**src/rtl/regfile_arbiter_if.sv**
```systemverilog
// regfile_arbiter_if: requester handshakes plus the single regfile access port.
// lock0/lock1 exist only when REGFILE_ARB_LOCK_EN is defined.
interface regfile_arbiter_if #(parameter int ADDR_W = 5, parameter int DATA_W = 32);
  logic              req0, req1, we0, we1, ack0, ack1;
  logic [ADDR_W-1:0] addr0, addr1, rf_addr;
  logic [DATA_W-1:0] wdata0, wdata1, rdata0, rdata1, rf_d_in, rf_d_out;
  logic              rf_we_;
`ifdef REGFILE_ARB_LOCK_EN
  logic              lock0, lock1;
`endif
  modport master (
    output req0, req1, we0, we1, addr0, addr1, wdata0, wdata1, rf_d_out,
`ifdef REGFILE_ARB_LOCK_EN
    output lock0, lock1,
`endif
    input  ack0, ack1, rdata0, rdata1, rf_addr, rf_d_in, rf_we_
  );
  modport slave (
    input  req0, req1, we0, we1, addr0, addr1, wdata0, wdata1, rf_d_out,
`ifdef REGFILE_ARB_LOCK_EN
    input  lock0, lock1,
`endif
    output ack0, ack1, rdata0, rdata1, rf_addr, rf_d_in, rf_we_
  );
endinterface

```
**src/rtl/regfile_arbiter.sv**
```systemverilog
// regfile_arbiter: two-requester round-robin sequencer for a single-port regfile.
// Define REGFILE_ARB_LOCK_EN to let the current owner hold the grant with lock0/lock1.
module regfile_arbiter #(
  parameter int ADDR_W = 5,
  parameter int DATA_W = 32
) (
  input logic              clk,
  input logic              reset,
  regfile_arbiter_if.slave bus
);
  typedef enum logic [1:0] {IDLE, ACCESS, DONE} state_t;
  state_t            state_q;
  logic              gnt_q, last_q, gnt_d, go, keep;
  logic [1:0]        req, we, ack_q;
  logic [ADDR_W-1:0] addr [2];
  logic [DATA_W-1:0] wdata [2];
  logic [DATA_W-1:0] rdata_q [2];
  logic [ADDR_W-1:0] rf_addr_q;
  logic [DATA_W-1:0] rf_d_in_q;
  logic              rf_we_q;
  assign req      = {bus.req1, bus.req0};
  assign we       = {bus.we1, bus.we0};
  assign addr[0]  = bus.addr0;
  assign addr[1]  = bus.addr1;
  assign wdata[0] = bus.wdata0;
  assign wdata[1] = bus.wdata1;
`ifdef REGFILE_ARB_LOCK_EN
  assign keep = (state_q == DONE) && (gnt_q ? bus.lock1 & bus.req1 : bus.lock0 & bus.req0);
`else
  assign keep = 1'b0;
`endif
  // In DONE the served request is consumed, so only the other side can win unless locked.
  always_comb begin
    gnt_d = keep ? gnt_q : (state_q == DONE) ? ~gnt_q : (req == 2'b11) ? ~last_q : req[1];
    go    = keep || ((state_q == DONE) ? req[~gnt_q] : |req);
  end
  always_ff @(posedge clk or posedge reset) begin
    if (reset) begin
      state_q   <= IDLE;
      gnt_q     <= 1'b0;
      last_q    <= 1'b1;
      ack_q     <= '0;
      rdata_q   <= '{default: '0};
      rf_addr_q <= '0;
      rf_d_in_q <= '0;
      rf_we_q   <= 1'b1;
    end else begin
      ack_q     <= '0;
      rf_addr_q <= '0;
      rf_d_in_q <= '0;
      rf_we_q   <= 1'b1;
      if (state_q == ACCESS) begin
        state_q        <= DONE;
        last_q         <= gnt_q;
        ack_q[gnt_q]   <= 1'b1;
        rdata_q[gnt_q] <= we[gnt_q] ? wdata[gnt_q] : bus.rf_d_out;
      end else if (go) begin
        state_q   <= ACCESS;
        gnt_q     <= gnt_d;
        rf_addr_q <= addr[gnt_d];
        rf_d_in_q <= wdata[gnt_d];
        rf_we_q   <= ~we[gnt_d];
      end else begin
        state_q <= IDLE;
      end
    end
  end
  assign bus.ack0    = ack_q[0];
  assign bus.ack1    = ack_q[1];
  assign bus.rdata0  = rdata_q[0];
  assign bus.rdata1  = rdata_q[1];
  assign bus.rf_addr = rf_addr_q;
  assign bus.rf_d_in = rf_d_in_q;
  assign bus.rf_we_  = rf_we_q;
endmodule

```
**src/flat_wrapper.sv**
```systemverilog
// flat-port wrapper written by rule: the top's interface ports become plain ports
module regfile_arbiter_flat 
#(
  parameter int ADDR_W = 5,
  parameter int DATA_W = 32
)
  (clk, reset, bus_req0, bus_req1, bus_we0, bus_we1, bus_addr0, bus_addr1, bus_wdata0, bus_wdata1, bus_rf_d_out, bus_ack0, bus_ack1, bus_rdata0, bus_rdata1, bus_rf_addr, bus_rf_d_in, bus_rf_we_);
  regfile_arbiter_if #(.ADDR_W(ADDR_W), .DATA_W(DATA_W)) bus_i ();
  input logic clk;
  input logic reset;
  input wire logic [$bits(bus_i.req0)-1:0] bus_req0;
  input wire logic [$bits(bus_i.req1)-1:0] bus_req1;
  input wire logic [$bits(bus_i.we0)-1:0] bus_we0;
  input wire logic [$bits(bus_i.we1)-1:0] bus_we1;
  input wire logic [$bits(bus_i.addr0)-1:0] bus_addr0;
  input wire logic [$bits(bus_i.addr1)-1:0] bus_addr1;
  input wire logic [$bits(bus_i.wdata0)-1:0] bus_wdata0;
  input wire logic [$bits(bus_i.wdata1)-1:0] bus_wdata1;
  input wire logic [$bits(bus_i.rf_d_out)-1:0] bus_rf_d_out;
  output wire logic [$bits(bus_i.ack0)-1:0] bus_ack0;
  output wire logic [$bits(bus_i.ack1)-1:0] bus_ack1;
  output wire logic [$bits(bus_i.rdata0)-1:0] bus_rdata0;
  output wire logic [$bits(bus_i.rdata1)-1:0] bus_rdata1;
  output wire logic [$bits(bus_i.rf_addr)-1:0] bus_rf_addr;
  output wire logic [$bits(bus_i.rf_d_in)-1:0] bus_rf_d_in;
  output wire logic [$bits(bus_i.rf_we_)-1:0] bus_rf_we_;
  assign bus_i.req0 = bus_req0;
  assign bus_i.req1 = bus_req1;
  assign bus_i.we0 = bus_we0;
  assign bus_i.we1 = bus_we1;
  assign bus_i.addr0 = bus_addr0;
  assign bus_i.addr1 = bus_addr1;
  assign bus_i.wdata0 = bus_wdata0;
  assign bus_i.wdata1 = bus_wdata1;
  assign bus_i.rf_d_out = bus_rf_d_out;
  assign bus_ack0 = bus_i.ack0;
  assign bus_ack1 = bus_i.ack1;
  assign bus_rdata0 = bus_i.rdata0;
  assign bus_rdata1 = bus_i.rdata1;
  assign bus_rf_addr = bus_i.rf_addr;
  assign bus_rf_d_in = bus_i.rf_d_in;
  assign bus_rf_we_ = bus_i.rf_we_;
  regfile_arbiter #(.ADDR_W(ADDR_W), .DATA_W(DATA_W)) u_core (.clk(clk), .reset(reset), .bus(bus_i));
endmodule
```
**config.mk**
```make
export PLATFORM = sky130hd
export DESIGN_NAME = regfile_arbiter_flat
export DESIGN_NICKNAME = d
export VERILOG_FILES = /design/src/rtl/regfile_arbiter_if.sv /design/src/rtl/regfile_arbiter.sv /design/src/flat_wrapper.sv
export SDC_FILE = /design/constraint.sdc
export NUM_CORES = 1
export LEC_CHECK = 0
export CORE_MARGIN = 2
export CORE_UTILIZATION = 48
export DETAILED_ROUTE_END_ITERATION = 16
export PLACE_DENSITY = 0.85
export SYNTH_ARGS = -nofsm -noshare
export SYNTH_HDL_FRONTEND = slang
export SYNTH_SLANG_ARGS = --single-unit
export TNS_END_PERCENT = 10
```
**constraint.sdc**
```tcl
create_clock -name clk -period 11 [get_ports clk]
set_input_delay 2.75 -clock clk [delete_from_list [all_inputs] [get_ports clk]]
set_output_delay 2.75 -clock clk [all_outputs]
set_load 0.02 [all_outputs]
```
Yosys cells after proc, flatten, opt, wreduce, memory -nomap -nowiden. Index checks and enable logic that the tools add are counted. W data, S select, Z words.

Logic and storage cells: 62. Output and inout port bits: 104. Register bits: 108. Input bits: 112.

Bitwise operators: 6. Reductions and logical operators: 4. Mux-type cells: 33. Equality and inequality tests: 3. Order comparisons: 7.

Operators with widths (number): $mux W32 (10); $bwmux W64 (1); $demux W32 S1 (1); $mux W5 (5); $mux W1 (13); $lt A1 B2 Y1 const B (3); $eq A2 B2 Y1 const B (2); $ge A2 B2 Y1 const B (2); $mux W2 (2); $not A1 Y1 (4); $not A1 Y2 (2); $eq A2 B1 Y1 const B (1); $logic_and A1 B1 Y1 (2); $lt A2 B1 Y1 const B (1); $reduce_and A2 Y1 (1); $reduce_or A2 Y1 (1); $demux W1 S1 (1); $ge A1 B1 Y1 const B (1).

Depth between registers and ports, before layout. Gate-level depths: netlist of the first run.

Depth in word-level cells: 9. Mapped depth: 6. Mapped depth without buffers: 3.

Least setup slack after synthesis of the first run. Ideal clock, no wire load.

Path type: input -> register. Start: input port bus_we0. End: register u_core.rdata_q, in the netlist u_core.bus.rdata0[23]. Stages: 4. Arrival: 3559 ps. Library setup time: 126 ps. Setup slack: 7315 ps. Buffers on the path: 2. Required time: 10874 ps. Cells stage by stage: clkbuf_1 -> buf_2 -> mux2i_1 -> a21oi_1.

Cells in the longest elaborated chain, start to end: 4.

Ends and longest elaborated chain: start, declared (RTL line flat_wrapper.sv:13) `input wire logic [$bits(bus_i.we0)-1:0] bus_we0;`; $mux W1 (not written as such) (2 in a row) (RTL line regfile_arbiter.sv:56) `rdata_q[gnt_q] <= we[gnt_q] ? wdata[gnt_q] : bus.rf_d_out;`; $mux W32 (RTL line regfile_arbiter.sv:56); $bwmux W64 (RTL line regfile_arbiter.sv:56); end signal, assigned by index (RTL line regfile_arbiter.sv:56); end, declared (RTL line regfile_arbiter.sv:17) `logic [DATA_W-1:0] rdata_q [2];`.

No other way between the ends. The select of a mux whose other input is x is not followed. A chain may end at the register's enable or synchronous reset.

Final worst setup path of the first run.
Start: input port bus_req0. End: register u_core.rf_addr_q[3], in the netlist u_core.bus.rf_addr[3].

Cells in the longest elaborated chain, start to end: 9. Elaborated cells between the ends (all ways): 13. Those cells by class: 1 x eq/ne; 10 x mux; 1 x bitwise; 1 x reduce/logical.

Ends and longest elaborated chain: start, declared (RTL line flat_wrapper.sv:11) `input wire logic [$bits(bus_i.req0)-1:0] bus_req0;`; $eq A2 B2 Y1 (RTL line regfile_arbiter.sv:34) `gnt_d = keep ? gnt_q : (state_q == DONE) ? ~gnt_q : (req == 2'b11) ? ~last_q : req[1];`; $mux W1 (2 in a row) (RTL line regfile_arbiter.sv:34); $not A1 Y2 (not written as such) (RTL line regfile_arbiter.sv:60) `rf_addr_q <= addr[gnt_d];`; $mux W5 (not written as such) (3 in a row) (RTL line regfile_arbiter.sv:60); $mux W5 * (RTL line regfile_arbiter.sv:57) `end else if (go) begin`; $mux W5 * (RTL line regfile_arbiter.sv:52) `if (state_q == ACCESS) begin`; end signal, assigned (RTL line regfile_arbiter.sv:60); end, declared (RTL line regfile_arbiter.sv:18) `logic [ADDR_W-1:0] rf_addr_q;`.

Mark *: on every way between the ends. The rest lies on a longest branch, timed or not. The select of a mux whose other input is x is not followed.

==> reports/metrics.cfg, run 1 <==
[floorplanning]
dieArea_um2 = 12490
ioPinCount = 216
coreArea_um2 = 11370
start_util = 0.4903
die_w_um = 111.8
die_h_um = 111.8
rows = 39

[clocking]
ctsHoldBuffers = 0
clk_latency_ns = 0.34
cts_max_path_buffers = 2
ctsResizeCount = 0
cts_root_buffer = clkbuf_16
clk_transition_reported_paths_ns = 0.07
cts_tree = done
post-cts-setup-buffers = 0
numCtsBuffers = 9
cts_htree_levels = 3
cts_sinks = 108

[setup_path]
endpoint_kind = register
cp.arrival_ns = 4.65
path_class = input pin to register
critPathLaunchType = input pin
crit_fanout = 38
critical_path_required_ns = 11.24

[sta]
fin_crit_ns = 4.408
hold_viol = 0
tns_ns = 0
setup_viol = 0
tightest_slew_ns = 1.170
period_share = 0.4007
final_max_slew_viol_count = 0
skew_ns = 0.008461
relSlewSlack = 0.2198
whs_ns = 0.4802
rsz0062_at_grt = false
timing.fmax_ghz = 0.2268

[placement]
dpl_cell_area_um2 = 7694
dpl.hpwl_um = 11900
dp.cells = 877
portBuffers = 215
place_congestion = 0.8288

[pwr]
leakagePower_nw = 3.339
power_mw = 2.224
irDropWorstVdd_mv = 0.1476
power.density_nw_per_um2 = 278.8

[final_layout]
layout.cells.non_filler = 893
area_growth_pct = 43.10
n_antenna_cell = 0
final_cell_mix = 213 x clkdlybuf4s50_1, 104 x dfrtp_1, 77 x nand3_1
finalInstanceArea_um2 = 7976
final_common_cell = clkdlybuf4s50_1
drive_gt1_frac = 0.04400
nets = 857
n_fill_cell = 877

[synth]
synth_warnings = 0
avgSynthCellArea_um2 = 9.694
ys.flop_type = dfrtp_1
syn-cell-area_um2 = 5574
synth_cells = 575
synth_cell_types = 29
ys_seq_elements = 108
ys_seq_area_frac = 0.4853
async_flop_share = 1.000
synthesis.nets = 687
synth_edf_count = 0

[hold_path]
hp-class = register to register

[global_route]
antenna_found_initial = 0
grt_pass1_wl_um = 28610
grtUsageTotal = 0.2817
grt-ovfl-total = 0
grt_max_degree = 66
grt_pass1_vias = 5512

[drt]
via_per_inst = 6.132
avgRoutedWirePerCell_um = 20.18
drt-total-wl_um = 18020
drc_errors = 0
antenna_left = 0
drtIter0Drc = 408
vias = 5476
dr.pass1.iters = 5

[outcome]
status = finished clean

[job]
maxCapViolCount = 0

## state kept, by name (all words and copies together) (netlist names)
name,count
u_core.ack_q,2
u_core.bus.rdata0,32
u_core.gnt_q,1
u_core.bus.rdata1,32
u_core.bus.rf_d_in,32
u_core.last_q,1
u_core.bus.rf_we_,1
u_core.state_q,2
u_core.bus.rf_addr,5
## Yosys cell counts (3+ instances only)
cell type | count | share of area
a21oi_1 | 33 | 0.030
a31oi_1 | 75 | 0.084
and4b_1 | 6 | 0.011
buf_2 | 30 | 0.027
buf_4 | 3 | 0.0040
clkbuf_1 | 27 | 0.018
dfrtp_1 | 106 | 0.48
inv_1 | 4 | 0.0027
mux2i_1 | 65 | 0.12
nand2_1 | 32 | 0.022
nand3_1 | 77 | 0.069
nor2_1 | 35 | 0.024
nor4bb_1 | 31 | 0.056
o21ai_0 | 32 | 0.029
## final timing paths
| path | start | endpoint | slack (ns) | cells after the start |
|---|---|---|---|---|
| max in group asynchronous | reset | u_core.gnt_q | 6.88 | 3 |
| max reg2reg | u_core.state_q[0] | u_core.bus.rf_addr[3] | 8.14 | 4 |
| max | bus_req0 | u_core.bus.rf_addr[3] | 6.59 | 4 |
| min in group asynchronous | reset | u_core.bus.rdata1[7] | 2.87 | 2 |
| min reg2reg | u_core.bus.rdata1[21] | u_core.bus.rdata1[21] | 0.48 | 2 |
| min | u_core.bus.rdata1[21] | u_core.bus.rdata1[21] | 0.48 | 2 |
## metrics by stage
stage | utilization | setup WS [ns]
2_1_floorplan | - | 5.408
3_3_place_gp | 0.6767 | 6.329
3_5_place_dp | 0.6767 | 6.310
4_1_cts | 0.7016 | 6.645
5_1_grt | 0.7016 | 6.448
6_report | 0.7016 | 6.592
## logic make-up after synthesis
family / Yosys count / synth area share
simple gates: 187 / 0.1899
mux: 65 / 0.1167
flops: 108 / 0.4853
compound gates: 148 / 0.1540
buf+inv: 67 / 0.05409
## layout make-up
class	count	area [um2]	area share
clock buffer	15	277.8	0.03482
clock inverter	1	5.005	0.0006275
inverter	4	17.52	0.002196
multi-input combinational	400	2595	0.3253
sequential	108	2708	0.3395
tap	143	178.9	0.02243
timing repair buffer	222	2195	0.2751
## critical path, cell delays in order
cell,delay [ns]
clkdlybuf4s50_1,0.55
a21boi_4,0.90
nand3_1,0.18
a31oi_1,0.27
## report_power, final
part	switching [mW]	internal [mW]	leakage [nW]
registers	0.129	0.588	1.31
logic	0.681	0.515	1.89
clock network	0.138	0.172	0.140
total	0.948	1.28	3.34
## per-layer routing
metal	track usage	vias to the layer above	part of all wire	wire, um
met1	0.3679	2654	0.41	7449
li1	-	2479	-	-
met4	0.1029	0	0.023	410
met2	0.4743	307	0.49	8835
met5	0	-	0	0
met3	0.04736	36	0.074	1326
Power figures use the tool's default switching activity.
==> inputs of run 2 (changes only) <==
--- a/config.mk
+++ b/config.mk
@@ -6,9 +6,9 @@
 export NUM_CORES = 1
 export LEC_CHECK = 0
 export CORE_MARGIN = 2
-export CORE_UTILIZATION = 48
+export CORE_UTILIZATION = 40
 export DETAILED_ROUTE_END_ITERATION = 16
-export PLACE_DENSITY = 0.85
+export PLACE_DENSITY = 0.75
 export SYNTH_ARGS = -nofsm -noshare
 export SYNTH_HDL_FRONTEND = slang
 export SYNTH_SLANG_ARGS = --single-unit
==> constraint.sdc (replaced) <==
create_clock -name clk -period 3.75 [get_ports clk]
set_input_delay 0.9375 -clock clk [delete_from_list [all_inputs] [get_ports clk]]
set_output_delay 0.9375 -clock clk [all_outputs]
set_load 0.02 [all_outputs]
==> reports/metrics.cfg, run 2 (synthesis gave the netlist of run 1 again) <==
[clocking]
post-cts-setup-buffers = 0
cts_sinks = 108
cts_root_buffer = clkbuf_16
clk_transition_reported_paths_ns = 0.07
ctsResizeCount = 0
cts_tree = done
cts_max_path_buffers = 2
numCtsBuffers = 9
cts_htree_levels = 3
clk_latency_ns = 0.35
ctsHoldBuffers = 0

[final_layout]
nets = 865
n_antenna_cell = 0
layout.cells.non_filler = 937
final_cell_mix = 213 x clkdlybuf4s50_1, 104 x dfrtp_1, 77 x nand3_1
final_util = 0.5892
area_growth_pct = 45.03
n_fill_cell = 1181
drive_gt1_frac = 0.05416
final_common_cell = clkdlybuf4s50_1

[placement]
dp.cells = 922
portBuffers = 215
dp_slack_ns = 0.8293
place_congestion = 0.8259
dpl.hpwl_um = 12490

[global_route]
grt_pass1_vias = 5531
grt_max_degree = 71
grt_pass1_wl_um = 28610
grtUsageTotal = 0.2451
antenna_found_initial = 0
grt-ovfl-total = 0

[drt]
antenna_left = 0
drc_errors = 0
via_per_inst = 5.776
vias = 5412
dr.pass1.iters = 7
avgRoutedWirePerCell_um = 19.35
drtIter0Drc = 416
drt-total-wl_um = 18130

[sta]
setup_viol = 0
skew_ns = 0.009819
timing.fmax_ghz = 0.3918
period_share = 0.6807
setup_ws_ns = 1.197
rsz0062_at_grt = false
fin_crit_ns = 2.553
tns_ns = 0
final_max_slew_viol_count = 0
tightest_slew_ns = 0.8839
relSlewSlack = 0.4107
hold_viol = 0

[setup_path]
rr_endpoint = u_core.bus.rf_d_in[12]
path_class = input pin to register
worstReg2RegStart = u_core.state_q[1]
cp.arrival_ns = 2.84
r2r_slack_ns = 1.40
endpoint_kind = register
critPathLaunchType = input pin
crit_fanout = 22
critical_path_required_ns = 4.03
rr_worst_depth = 4

[outcome]
status = finished clean

[floorplanning]
coreArea_um2 = 13720
die_h_um = 122.0
ioPinCount = 216
start_util = 0.4063
die_w_um = 122.0
dieArea_um2 = 14900
rows = 43

[hold_path]
hold_depth = 2
hp-class = register to register
hp-start = u_core.bus.rdata1[3]
min_to = u_core.bus.rdata1[3]

[pwr]
power.density_nw_per_um2 = 807.1
leakagePower_nw = 3.374
irDropWorstVdd_mv = 0.3685

[job]
maxCapViolCount = 0

run 2: changes by cell type in the layout (fill, tap and decap cells not counted):
cell	before	now
buf_4	7	14
buf_12	0	1
clkbuf_1	3	2
clkbuf_8	3	2
clkinv_2	1	2
clkinvlp_4	0	1
inv_4	1	0
run 2: stage by stage:
step	hold slack, ns	power, mW	cell area [um2]
2_1_floorplan	0.5041	4.025	5578
3_3_place_gp	0.4617	5.512	7814
3_5_place_dp	0.4726	5.646	7814
4_1_cts	0.4884	6.559	8084
5_1_grt	0.5115	6.940	8084
6_report	0.4841	6.524	8084
run 2: layout make-up:
class                   instances  area [um2]  area share
flip-flops and latches        108        2708      0.3349
multi-input cells             400        2595      0.3210
repair buffers                230        2267      0.2805
clock buffers                  13       260.3     0.03219
well taps                     180       225.2     0.02786
inverters                       4       18.77    0.002322
clock inverters                 2       10.01    0.001238
run 2: report_power, final:
| part | internal (mW) | leakage, nW | switching, mW |
|---|---|---|---|
| combinational | 1.54 | 1.93 | 2.00 |
| clock | 0.483 | 0.135 | 0.425 |
| sequential | 1.72 | 1.31 | 0.359 |
| total | 3.75 | 3.37 | 2.78 |
run 2: worst max path at each step:
| stage | startpoint | end | slack [ns] | cells after the start |
|---|---|---|---|---|
| 3_5_place_dp | bus_req0 | u_core.bus.rf_we_ | 0.83 | 5 |
| 4_1_cts | bus_req0 | u_core.bus.rf_we_ | 1.21 | 5 |
| 3_3_place_gp | bus_req0 | u_core.bus.rf_we_ | 0.88 | 5 |
| 6_report | bus_req0 | u_core.bus.rf_we_ | 1.20 | 5 |
| 2_1_floorplan | reset | u_core.ack_q[0] | 1.51 | 1 |
| 5_1_grt | bus_req1 | u_core.bus.rf_d_in[25] | 1.09 | 5 |
run 2: critical path, stage by stage:
cell and delay [ns]:
clkdlybuf4s50_1 0.64, mux2i_1 0.12, a211o_1 0.56, buf_4 0.33
a31o_2 0.24
run 2: layer usage:
| metal | global-route usage | vias to the layer above | wire length (um) |
|---|---|---|---|
| li1 | - | 2491 | - |
| met1 | 0.3065 | 2656 | 7613 |
| met2 | 0.4148 | 234 | 8884 |
| met3 | 0.05056 | 31 | 1274 |
| met4 | 0.09770 | 0 | 357 |
| met5 | 0 | - | 0 |
